<file path="src/rtl/q_func_pkg.sv">
// Shared types for the Q-function scheduler: tag, FSM state,
// result width and the response buffer entry.
package q_func_pkg;

  localparam int Q_W     = 32;
  localparam int MAX_REQ = 8;
  localparam int TAG_W   = $clog2(MAX_REQ);

  typedef logic [TAG_W-1:0] tag_t;

  typedef enum logic {
    RUN = 1'b0,
    ERR = 1'b1
  } state_e;

  typedef struct packed {
    tag_t           tag;
    logic [Q_W-1:0] q;
  } rsp_t;

endpackage

</file>
<file path="src/rtl/q_tag_fifo.sv">
// Tag FIFO holding requester IDs of jobs in flight, in issue order.
// Ports: push/din, pop/dout, flush, full, empty, count.
module q_tag_fifo
  import q_func_pkg::*;
#(
  parameter  int DEPTH = 8,
  localparam int AW    = $clog2(DEPTH),
  localparam int CW    = AW + 1
) (
  input  logic          clk,
  input  logic          rst_n,
  input  logic          push,
  input  tag_t          din,
  input  logic          pop,
  input  logic          flush,
  output tag_t          dout,
  output logic          full,
  output logic          empty,
  output logic [CW-1:0] count
);

  logic [AW-1:0] wr_q;
  logic [AW-1:0] rd_q;
  logic [CW-1:0] cnt_q;
  tag_t          mem_q [DEPTH];
  logic          push_ok;
  logic          pop_ok;

  assign full    = (cnt_q == CW'(DEPTH));
  assign empty   = (cnt_q == '0);
  assign count   = cnt_q;
  assign dout    = mem_q[rd_q];
  assign push_ok = push & ~full;
  assign pop_ok  = pop & ~empty;

  always_ff @(posedge clk or negedge rst_n) begin
    if (!rst_n) begin
      wr_q  <= '0;
      rd_q  <= '0;
      cnt_q <= '0;
    end else if (flush) begin
      wr_q  <= '0;
      rd_q  <= '0;
      cnt_q <= '0;
    end else begin
      if (push_ok) wr_q <= wr_q + 1'b1;
      if (pop_ok)  rd_q <= rd_q + 1'b1;
      cnt_q <= cnt_q + CW'(push_ok) - CW'(pop_ok);
    end
  end

  always_ff @(posedge clk) begin
    if (push_ok) mem_q[wr_q] <= din;
  end

endmodule

</file>
<file path="src/rtl/q_func_sched.sv">
// Round-robin scheduler sharing one Q-function datapath among requesters.
// Ports: req_* in, rsp_* out, dp_* to datapath, clr_err/busy/err_* status.
module q_func_sched
  import q_func_pkg::*;
#(
  parameter int NUM_REQ     = 4,
  parameter int MAX_OUT     = 8,
  parameter int TIMEOUT_CYC = 256
) (
  input  logic                   clk,
  input  logic                   rst_n,
  input  logic [NUM_REQ-1:0]     req_valid,
  output logic [NUM_REQ-1:0]     req_ready,
  input  logic [Q_W*NUM_REQ-1:0] req_x,
  input  logic [Q_W*NUM_REQ-1:0] req_n,
  input  logic [Q_W*NUM_REQ-1:0] req_t,
  output logic [NUM_REQ-1:0]     rsp_valid,
  input  logic [NUM_REQ-1:0]     rsp_ready,
  output logic [Q_W-1:0]         rsp_q,
  output logic                   dp_in_valid,
  input  logic                   dp_in_ready,
  output logic [Q_W-1:0]         dp_x,
  output logic [Q_W-1:0]         dp_n,
  output logic [Q_W-1:0]         dp_t,
  input  logic                   dp_out_valid,
  output logic                   dp_out_ready,
  input  logic [Q_W-1:0]         dp_out_q,
  input  logic                   clr_err,
  output logic                   busy,
  output logic                   err_timeout,
  output logic                   err_orphan
);

  localparam int CW = $clog2(MAX_OUT) + 1;
  localparam int TW = $clog2(TIMEOUT_CYC + 1);

  state_e        state_q, state_d;
  tag_t          rr_q, rr_d;
  tag_t          gnt_q, gnt_d;
  logic          lock_q, lock_d;
  logic          buf_vld_q, buf_vld_d;
  rsp_t          buf_q, buf_d;
  logic [TW-1:0] tmo_q, tmo_d;
  logic          eto_q, eto_d;
  logic          eor_q, eor_d;

  logic [NUM_REQ-1:0] rot;
  tag_t          arb;
  tag_t          g;
  logic          buf_rdy;
  logic          issue;
  logic          acc;
  logic          pop;
  logic          orphan;
  logic          flush;
  logic          full;
  logic          empty;
  logic [CW-1:0] count;
  tag_t          fifo_tag;
  logic          tmo_hit;

  q_tag_fifo #(.DEPTH(MAX_OUT)) u_fifo (
    .clk   (clk),
    .rst_n (rst_n),
    .push  (issue),
    .din   (g),
    .pop   (pop),
    .flush (flush),
    .dout  (fifo_tag),
    .full  (full),
    .empty (empty),
    .count (count)
  );

  // rot[k] is the request at offset k from the rr pointer
  always_comb begin
    int off;
    int s;
    rot = NUM_REQ'({req_valid, req_valid} >> rr_q);
    off = 0;
    for (int k = NUM_REQ - 1; k >= 0; k--) begin
      if (rot[k]) off = k;
    end
    s = int'(rr_q) + off;
    if (s >= NUM_REQ) s = s - NUM_REQ;
    arb = tag_t'(s);
    // a stalled handshake keeps its grant
    g = lock_q ? gnt_q : arb;
  end

  always_comb begin
    dp_x = '0;
    dp_n = '0;
    dp_t = '0;
    for (int i = 0; i < NUM_REQ; i++) begin
      if (g == tag_t'(i)) begin
        dp_x = req_x[Q_W*i +: Q_W];
        dp_n = req_n[Q_W*i +: Q_W];
        dp_t = req_t[Q_W*i +: Q_W];
      end
    end
  end

  always_comb begin
    buf_rdy   = 1'b0;
    rsp_valid = '0;
    for (int i = 0; i < NUM_REQ; i++) begin
      if (buf_q.tag == tag_t'(i)) begin
        buf_rdy      = rsp_ready[i];
        rsp_valid[i] = buf_vld_q;
      end
    end
  end

  assign rsp_q       = buf_q.q;
  assign issue       = dp_in_valid & dp_in_ready;
  assign acc         = dp_out_valid & dp_out_ready;
  assign pop         = acc & ~empty & (state_q == RUN);
  assign orphan      = acc & empty & (state_q == RUN);
  assign tmo_hit     = (tmo_q == TW'(TIMEOUT_CYC));
  assign busy        = (count != '0) | buf_vld_q;
  assign err_timeout = eto_q;
  assign err_orphan  = eor_q;

  always_ff @(posedge clk or negedge rst_n) begin
    if (!rst_n) state_q <= RUN;
    else        state_q <= state_d;
  end

  always_comb begin
    state_d = state_q;
    unique case (state_q)
      RUN: if (tmo_hit) state_d = ERR;
      ERR: if (clr_err) state_d = RUN;
    endcase
  end

  always_comb begin
    dp_in_valid  = 1'b0;
    dp_out_ready = 1'b1;
    flush        = 1'b0;
    req_ready    = '0;
    unique case (state_q)
      RUN: begin
        dp_in_valid  = |req_valid & ~full;
        dp_out_ready = ~buf_vld_q | buf_rdy;
        for (int i = 0; i < NUM_REQ; i++) begin
          req_ready[i] = issue & (g == tag_t'(i));
        end
      end
      ERR: flush = 1'b1;
    endcase
  end

  always_comb begin
    rr_d      = rr_q;
    gnt_d     = g;
    lock_d    = dp_in_valid & ~dp_in_ready;
    buf_vld_d = buf_vld_q;
    buf_d     = buf_q;
    tmo_d     = tmo_q;
    eto_d     = eto_q | ((state_q == RUN) & tmo_hit);
    eor_d     = eor_q | orphan;

    if (issue) begin
      rr_d = (g == tag_t'(NUM_REQ - 1)) ? '0 : g + 1'b1;
    end

    if (state_q == ERR || acc || empty) tmo_d = '0;
    else if (!tmo_hit)                  tmo_d = tmo_q + 1'b1;

    if (state_q == ERR) begin
      buf_vld_d = 1'b0;
      buf_d     = '0;
    end else begin
      if (buf_vld_q && buf_rdy) buf_vld_d = 1'b0;
      if (pop) begin
        buf_vld_d = 1'b1;
        buf_d     = '{tag: fifo_tag, q: dp_out_q};
      end
    end

    if (clr_err) begin
      eto_d = 1'b0;
      eor_d = 1'b0;
    end
  end

  always_ff @(posedge clk or negedge rst_n) begin
    if (!rst_n) begin
      rr_q      <= '0;
      gnt_q     <= '0;
      lock_q    <= 1'b0;
      buf_vld_q <= 1'b0;
      buf_q     <= '0;
      tmo_q     <= '0;
      eto_q     <= 1'b0;
      eor_q     <= 1'b0;
    end else begin
      rr_q      <= rr_d;
      gnt_q     <= gnt_d;
      lock_q    <= lock_d;
      buf_vld_q <= buf_vld_d;
      buf_q     <= buf_d;
      tmo_q     <= tmo_d;
      eto_q     <= eto_d;
      eor_q     <= eor_d;
    end
  end

endmodule

</file>
<file path="config.mk">
export PLATFORM = sky130hd
export DESIGN_NAME = q_func_sched
export DESIGN_NICKNAME = d
export VERILOG_FILES = /design/src/rtl/q_func_pkg.sv /design/src/rtl/q_tag_fifo.sv /design/src/rtl/q_func_sched.sv
export SDC_FILE = /design/constraint.sdc
export NUM_CORES = 1
export LEC_CHECK = 0
export ABC_AREA = 1
export CORE_AREA = 2 2 222 224
export CTS_CLUSTER_SIZE = 20
export DETAILED_ROUTE_END_ITERATION = 6
export DIE_AREA = 0 0 224 226
export HOLD_SLACK_MARGIN = 0.08
export PLACE_DENSITY = 0.49
export SKIP_CTS_REPAIR_TIMING = 1
export SYNTH_ARGS = -nofsm -noshare
export SYNTH_HDL_FRONTEND = slang
export SYNTH_SLANG_ARGS = --single-unit
</file>
<file path="constraint.sdc">
create_clock -name clk -period 7 [get_ports clk]
set_input_delay 1.4 -clock clk [delete_from_list [all_inputs] [get_ports clk]]
set_output_delay 1.4 -clock clk [all_outputs]
set_load 0.02 [all_outputs]
</file>
# == Word-level counts from Yosys, hierarchy flattened ==
# Memory sizes are Yosys's and may differ from the RTL's.
# Index checks and enable logic that the tools add are counted.
# word_totals
reg_bits,65
latchBits,0
ram_bits,24
mem_bits_ro,0
output_inout_bits,141
wordCells,119
mem_count,1
# op_classes
n_addsub,8
multipliers,0
div_mod_pow,0
order_cmp,1
eq_ne,9
shift,1
mux,50
bitwise,24
n_reduce_logical,12
# mem_list
name,depth,width,rd,rd_clocked_by_memory_dff,wr,line,rtl
u_fifo.mem_q,8,3,1,0,1,q_tag_fifo.sv:25,tag_t mem_q [DEPTH];
# ops
operator,n
$mux 32,12
$mux 35,2
$mux 3,7
$mux 1,20
$mux 9,2
$and 1x1->1,15
$eq 3x2->1 const B,4
$add 3x1->3 const B,3
$add 9x1->9 const B,1
$eq 9x9->1 const B,1
$mux 2,4
$mux 4,2
$shr 8x3->4,1
$eq 3x1->1 const B,2
$logic_not 3->1,2
$reduce_bool 2->1,3
$not 1->1,5
$add 3x2->4,1
$add 4x1->4,1
$eq 4x4->1 const B,1
$ge 4x3->1 const B,1
$logic_not 4->1,1
$or 1x1->1,4
$reduce_bool 4->1,1
8 further kinds,9

# == Longest topological paths before layout ==
# Gate-level depths: netlist of the first run.
# depth
word_depth,14
ltp_mapped,21
mapped_depth_nobuf,18

# == Hierarchy ==
# Synthesis of the first run repeated with hierarchy kept, for this count alone.
# hier_totals
cells_unflattened,1622
area_unflattened_um2,9337.7
# modules_own_cells
module,instances,cells_per_inst,area_each_um2
q_func_sched,1,1426,7567.3
q_tag_fifo,1,196,1770.4

# == Worst setup path before layout of the first run ==
# OpenSTA, ideal clock, no wires.
# synth_path
path_kind,input-to-output
start,in req_valid[0]
end,out dp_n[0]
t_arrival_ns,4.814
required_time_ns,5.600
setup_slack_ns,0.786
path_stages,20
path_cell_list,inv_1 -> o21ai_0 -> inv_1 -> o21ai_0 -> inv_1 -> nand2_1 -> a21boi_0 -> ha_1 -> fa_1 -> inv_1 -> o21ai_0 -> inv_1 -> ha_1 -> clkbuf_1 -> clkbuf_1 -> nor2_1 -> nand4_1 -> nand2_1 -> nand2_1 -> a21oi_1
# synth_via
elab_chain_len,14
# synth_lines
item,line,rtl
"start, declared",q_func_sched.sv:12,"input logic [NUM_REQ-1:0] req_valid,"
$shr 8x3->4 *,q_func_sched.sv:79,"rot = NUM_REQ'({req_valid, req_valid} >> rr_q);"
$mux 2 (3 in a row),q_func_sched.sv:82,if (rot[k]) off = k;
$mux 2 *,q_func_sched.sv:82,
$add 3x2->4 *,q_func_sched.sv:84,s = int'(rr_q) + off;
$ge 4x3->1 or $sub 3x3->3 (tied branches),q_func_sched.sv:85,if (s >= NUM_REQ) s = s - NUM_REQ;
$mux 3 *,q_func_sched.sv:85,
$mux 3 *,q_func_sched.sv:88,g = lock_q ? gnt_q : arb;
named net g[1],q_func_sched.sv:49,tag_t g;
$logic_not 3->1,q_func_sched.sv:96,if (g == tag_t'(i)) begin
$mux 32 (3 in a row),q_func_sched.sv:96,
$mux 32 *,q_func_sched.sv:96,
"end, declared",q_func_sched.sv:23,"output logic [Q_W-1:0] dp_n,"
# Mark *: on every way through the listed nets, which the timed path passes. The rest lies on a longest branch.

# == Worst setup path in the final report of the first run ==
# layout_path
start,in req_valid[3]
end,out dp_t[17]
# layout_via
elab_chain_len,14
# layout_lines
item,line,rtl
$shr 8x3->4 *,q_func_sched.sv:79,
$mux 2 (3 in a row),q_func_sched.sv:82,
$mux 2 *,q_func_sched.sv:82,
$add 3x2->4 *,q_func_sched.sv:84,
$ge 4x3->1 or $sub 3x3->3 (tied branches),q_func_sched.sv:85,
$mux 3 *,q_func_sched.sv:85,
$mux 3 *,q_func_sched.sv:88,
named net g[1],q_func_sched.sv:49,
$logic_not 3->1,q_func_sched.sv:96,
$mux 32 (3 in a row),q_func_sched.sv:96,
$mux 32 *,q_func_sched.sv:96,
"end, declared",q_func_sched.sv:24,"output logic [Q_W-1:0] dp_t,"
# Marks and branches as above.

==> results of run 1 <==
layer usage:
metal	global-route usage	vias to the layer above	part of all wire
met2	0.361	435	0.51
met3	0.0464	59	0.067
met5	0	-	0.00092
met4	0.0477	8	0.019
met1	0.234	6273	0.40
li1	-	6593	-
layout make-up:
type / count / area (sq um) / share of cell area
clock buffers: 11 / 233 / 0.0135
repair buffers: 680 / 7060 / 0.411
clock inverters: 5 / 41.3 / 0.00240
multi-input cells: 1193 / 5810 / 0.338
flip-flops and latches: 89 / 2350 / 0.137
diodes: 10 / 25.0 / 0.00146
inverters: 239 / 897 / 0.0522
well taps: 622 / 778 / 0.0453
synthesized netlist by cell type (all sizes together):
library cell  number  area [sq um]
buf              130           802
nor3               4          20.0
clkbuf            58           218
o211ai             1          7.51
nand4            291          1820
ha                16           200
clkinv             1          3.75
a21oi            103           515
a21boi             1          7.51
o21ai             17          85.1
nor3b              2          15.0
xnor2              3          26.3
xor2               5          43.8
edfxtp            24           721
o22ai              1          6.26
inv              238           893
nor2             231           872
fa                 2          40.0
nor4               3          18.8
nand3             80           423
dfrtp             65          1630
nand2            433          1640
kinds of logic after synthesis:
logic type	share of synthesized area
fa+ha+maj	0.0240
compound gates	0.0622
xor+xnor	0.00701
simple gates	0.480
flops	0.235
buf+inv	0.192
stage by stage:
step / worst slack (ns) / TNS (ns)
CTS: -0.0354 / -0.0562
floorplan: 0.786 / 0
finish: 0.213 / 0
detailed placement: -0.00916 / -0.00916
global route: 0.00271 / 0
global placement: -0.0648 / -0.162
registers in the layout, indices dropped and copies added, names as in the netlist, 3 cells and up:
name,flops
rsp_q,32
rr_q,3
tmo_q,9
u_fifo.count,4
gnt_q,3
buf_q,3
u_fifo.rd_q,3
u_fifo.wr_q,3
u_fifo.mem_q,24
worst paths after layout:
check                                          start  cells past startpoint  slack, ns                        end
setup reg to reg           u_fifo.count[2]$_DFF_PN0_                     13       3.52  u_fifo.count[2]$_DFF_PN0_
setup / recovery                        req_valid[3]                     21       0.21                   dp_t[17]
min in group asynchronous                      rst_n                      2       1.27      err_timeout$_DFF_PN0_
hold / removal                 rsp_q[13]$_DFFE_PN0P_                      2       0.50      rsp_q[13]$_DFFE_PN0P_
hold reg to reg                rsp_q[13]$_DFFE_PN0P_                      2       0.50      rsp_q[13]$_DFFE_PN0P_
max in group asynchronous                      rst_n                      2       5.19      rsp_q[28]$_DFFE_PN0P_
worst reg2reg max path, stage by stage (launching register included):
cell     delay, ns
dfrtp_1       0.32
inv_1         0.06
ha_1          0.20
nand3_1       0.12
inv_1         0.08
nor2_1        0.30
nand3_4       0.44
inv_2         0.71
ha_1          0.22
inv_1         0.04
ha_1          0.20
fa_1          0.41
xnor2_1       0.20
nor2_1        0.05
layout by cell type, fill, tap and decap left out, types with 2 or more instances in the layout:
cell type / instances
o21ai_0: 16
inv_2: 3
xnor2_1: 3
nor3_1: 4
dfrtp_1: 65
clkbuf_16: 9
nor3b_1: 2
clkdlybuf4s50_1: 485
fa_1: 2
clkinv_4: 2
nand3_1: 76
buf_4: 94
a21oi_1: 103
nand3_4: 4
dlymetal6s2s_1: 67
diode_2: 10
nand4_1: 291
ha_4: 3
buf_12: 33
nand2_1: 430
nand2_4: 2
nor2_1: 229
clkbuf_1: 2
nor4_1: 3
inv_1: 235
ha_1: 13
edfxtp_1: 24
nor2_2: 2
xor2_1: 5
where the power goes:
group	switching (mW)	internal [mW]
clock network	0.206	0.244
registers	0.136	0.742
logic	5.42	4.13
==> results.toml, run 1 <==
[power_and_ir_drop]
leakage_nw = 8.93
vdd_drop_max_v = 0.000414
powerDensity_mw_per_mm2 = 633
fin_total_pwr_mw = 10.9

[floorplanning]
core_sq_mm = 0.0483
initial_core_util = 0.207
die_area_sq_mm = 0.0506
pin_count = 570
die_h_um = 226
num_rows = 81
die_w_um = 224

[place]
dpl.cell_count = 2817
gp_congestion = 0.927
numPortBuffers = 569
hpwl_um = 42400
placed_area_sq_mm = 0.0167

[setup_path]
crit_family = "buffers and inverters"
path_class = "in2out"
cp_slowest_stage_delay_ns = 0.63
crit_path_frequent_cell = "inv_1"
end_kind = "primary output"
worstPathRequired_ns = 5.60
crit_path_start_kind = "input port"
worst-path-max-fanout = 12
critPathSlowestCell = "clkdlybuf4s50_1"
cp_cell_sequence = "clkdlybuf4s50_1, inv_1, o21ai_0, inv_1, o21ai_0, nand2_1, a21boi_0, ha_1, fa_1, inv_1, o21ai_1, inv_1, buf_4, ha_4, buf_4, buf_4, nand4_1, nand2_1, nand2_1, a21oi_1, clkdlybuf4s50_1"
arrival_ns = 5.39
crit_buf_inv = 9

[synth]
seq_area_frac_synth = 0.235
synthCells = 1709
syn_area_per_cell_sq_um = 5.85
syn-cell-area_sq_mm = 0.0100
yosysUniqueCellTypes = 31
ys_seq_elements = 89
syn_nets = 2156
synth_warnings = 0

[sta]
slew_headroom = 0.431
worstMarginPinSlew_ns = 0.853
post-route-period-util = 0.970
finalHoldViolCount = 0
finClkSkew_ns = 0.0118
rsz0062_at_grt = "no"
timing.fmax_mhz = 147
min_period_ns = 6.79
setup_viol = 0
slew_viol_final = 0
hold_ws_ns = 0.500

[route]
num_vias = 13400
dr.pass1.iters = 5
final_antenna_net_count = 0
wl_per_cell_um = 18.6
drt_wl_total_um = 53000
post_drt_via_cell_ratio = 4.69
drc = 0
drtIter0Drc = 916

[global_route]
overflow = 0
antenna_found_initial = 15
first_global_vias = 12900
grt_pass1_wl_um = 77800
grt_max_degree = 151
grt_usage = 0.198

[cts]
clock-root-buffer = "clkbuf_16"
htreeDepth = 3
cts.clk_slew.worst_paths_ns = 0.06
clk_latency_ns = 0.34
clock_sinks = 89
clk_path_buf_depth = 2
cts_tree = "done"
cts_buffers = 9

[cells_and_area]
drive_gt1_frac = 0.0708
nFillCells = 5236
layout.nets = 2659
utilization = 0.356
stdcell_count = 2849
syn_to_final_growth_pct = 71.9
design_area_sq_mm = 0.0172

[min_path]
hold_path_class = "reg2reg"

[outcome]
status = "completed"

[run]
drv_cap = 0
Power figures use the tool's default switching activity.
==> run 2: changes to the inputs <==
- SKIP_CTS_REPAIR_TIMING: 1 -> not set
==> results.toml, run 2 (same netlist as run 1, synthesis figures left out) <==
[outcome]
status = "complete, but fails checks"
violations = "design-rule violations"

[sta]
min_period_ns = 6.78
setup_viol = 0
slew_headroom = 0.424
hold_ws_ns = 0.500
worstMarginPinSlew_ns = 0.863
timing.fmax_mhz = 147
post-route-period-util = 0.969
slew_viol_final = 0
finalHoldViolCount = 0
finClkSkew_ns = 0.00937
rsz0062_at_grt = "no"

[setup_path]
path_class = "in2out"
r2r_cells = 13
worstPathRequired_ns = 5.60
worst-path-max-fanout = 12
crit_path_start_kind = "input port"
arrival_ns = 5.38
end_kind = "primary output"

[global_route]
grt_pass1_wl_um = 77800
overflow = 0
antenna_found_initial = 15
grt_max_degree = 151
first_global_vias = 12900
grt_usage = 0.198

[run]
drv_cap = 0

[cts]
clock_sinks = 89
clock-root-buffer = "clkbuf_16"
cts_buffers = 9
clk_path_buf_depth = 2
cts_tree = "done"
cts.clk_slew.worst_paths_ns = 0.06
clk_latency_ns = 0.33
cts_hold_buf = 0
htreeDepth = 3

[floorplanning]
core_sq_mm = 0.0483
die_h_um = 226
num_rows = 81
initial_core_util = 0.207
die_w_um = 224
die_area_sq_mm = 0.0506
pin_count = 570

[cells_and_area]
layout_common_cells = "clkdlybuf4s50_1 (485), nand2_1 (430), nand4_1 (291)"
layout.nets = 2659
syn_to_final_growth_pct = 71.8
largest_reg_flops = 32
multiInputGateArea_sq_mm = 0.00581
final_common_cell = "clkdlybuf4s50_1"
drive_gt1_frac = 0.0713
utilization = 0.355
nFillCells = 5242
regArea_sq_mm = 0.00235

[route]
drc = 2
final_antenna_net_count = 0
post_drt_via_cell_ratio = 4.68
drt_wl_total_um = 53000
num_vias = 13300
dr.pass1.iters = 7
wl_per_cell_um = 18.6
drtIter0Drc = 889

[place]
gp_congestion = 0.927
hpwl_um = 42400
numPortBuffers = 569

[power_and_ir_drop]
leakage_nw = 8.90
powerDensity_mw_per_mm2 = 633
vdd_drop_max_v = 0.000411

[min_path]
min_path_cells = 2
hold_path_class = "reg2reg"
[run 2: cell types whose count changed in the layout (fill, tap and decap cells not counted)]
cell            delta
dlymetal6s2s_1     -3
dlygate4sd2_1      +2
clkbuf_2           +1
[run 2: final cells by class]
cell class,count,share of cell area
clock inverters,5,0.00240
flip-flops and latches,89,0.137
repair buffers,680,0.410
inverters,239,0.0522
multi-input cells,1193,0.338
clock buffers,11,0.0135
well taps,622,0.0453
diodes,10,0.00146
[run 2: worst paths after layout]
kind | slack (ns) | start | to
min in group asynchronous | 1.27 | rst_n | err_timeout$_DFF_PN0_
setup / recovery | 0.22 | req_valid[3] | dp_t[17]
hold reg to reg | 0.50 | rsp_q[13]$_DFFE_PN0P_ | rsp_q[13]$_DFFE_PN0P_
max in group asynchronous | 5.18 | rst_n | rsp_q[28]$_DFFE_PN0P_
setup reg to reg | 3.52 | u_fifo.count[2]$_DFF_PN0_ | u_fifo.count[2]$_DFF_PN0_
hold / removal | 0.50 | rsp_q[13]$_DFFE_PN0P_ | rsp_q[13]$_DFFE_PN0P_
[run 2: timing repair]
item	in CTS	in global routing
setup buffers	0	6
pin swaps	0	0
endpoints found under the setup margin	3	80
resized for setup	3	67
endpoints found under the hold margin	0	0
[run 2: worst max-delay path: stages]
cell             delay [ns]
clkdlybuf4s50_1        0.49
inv_1                  0.06
o21ai_0                0.18
inv_1                  0.08
o21ai_0                0.21
nand2_1                0.08
a21boi_0               0.17
ha_1                   0.23
fa_1                   0.45
inv_1                  0.07
o21ai_1                0.07
inv_1                  0.13
buf_4                  0.14
ha_4                   0.27
buf_4                  0.15
buf_4                  0.15
nand4_1                0.09
nand2_1                0.12
nand2_1                0.08
a21oi_1                0.14
clkdlybuf4s50_1        0.63
[run 2: through the flow]
| stage | instance area [sq um] | setup TNS (ns) | setup WS, ns | power (mW) | std cells |
|---|---|---|---|---|---|
| detailed placement | 16700 | -0.00916 | -0.00916 | 10.6 | 2817 |
| global placement | 16700 | -0.162 | -0.0648 | 10.6 | 2817 |
| global route | 17200 | 0 | 0.00271 | 11.8 | 2849 |
| finish | 17200 | 0 | 0.216 | 10.9 | 2849 |
| floorplan | 10000 | 0 | 0.786 | 5.92 | 1709 |
| CTS | 16900 | 0 | 0.00543 | 11.1 | 2833 |
[run 2: where the power goes]
part           internal, mW  switching [mW]
Clock                 0.244           0.205
Combinational          4.12            5.43
Sequential            0.742           0.136
Total                  5.10            5.77
[run 2: layer usage]
layer,GRT usage,vias up,share of wire
li1,-,6585,-
met1,0.234,6215,0.40
met2,0.361,456,0.51
met3,0.0464,59,0.069
met4,0.0477,8,0.020
met5,0,-,0.00093
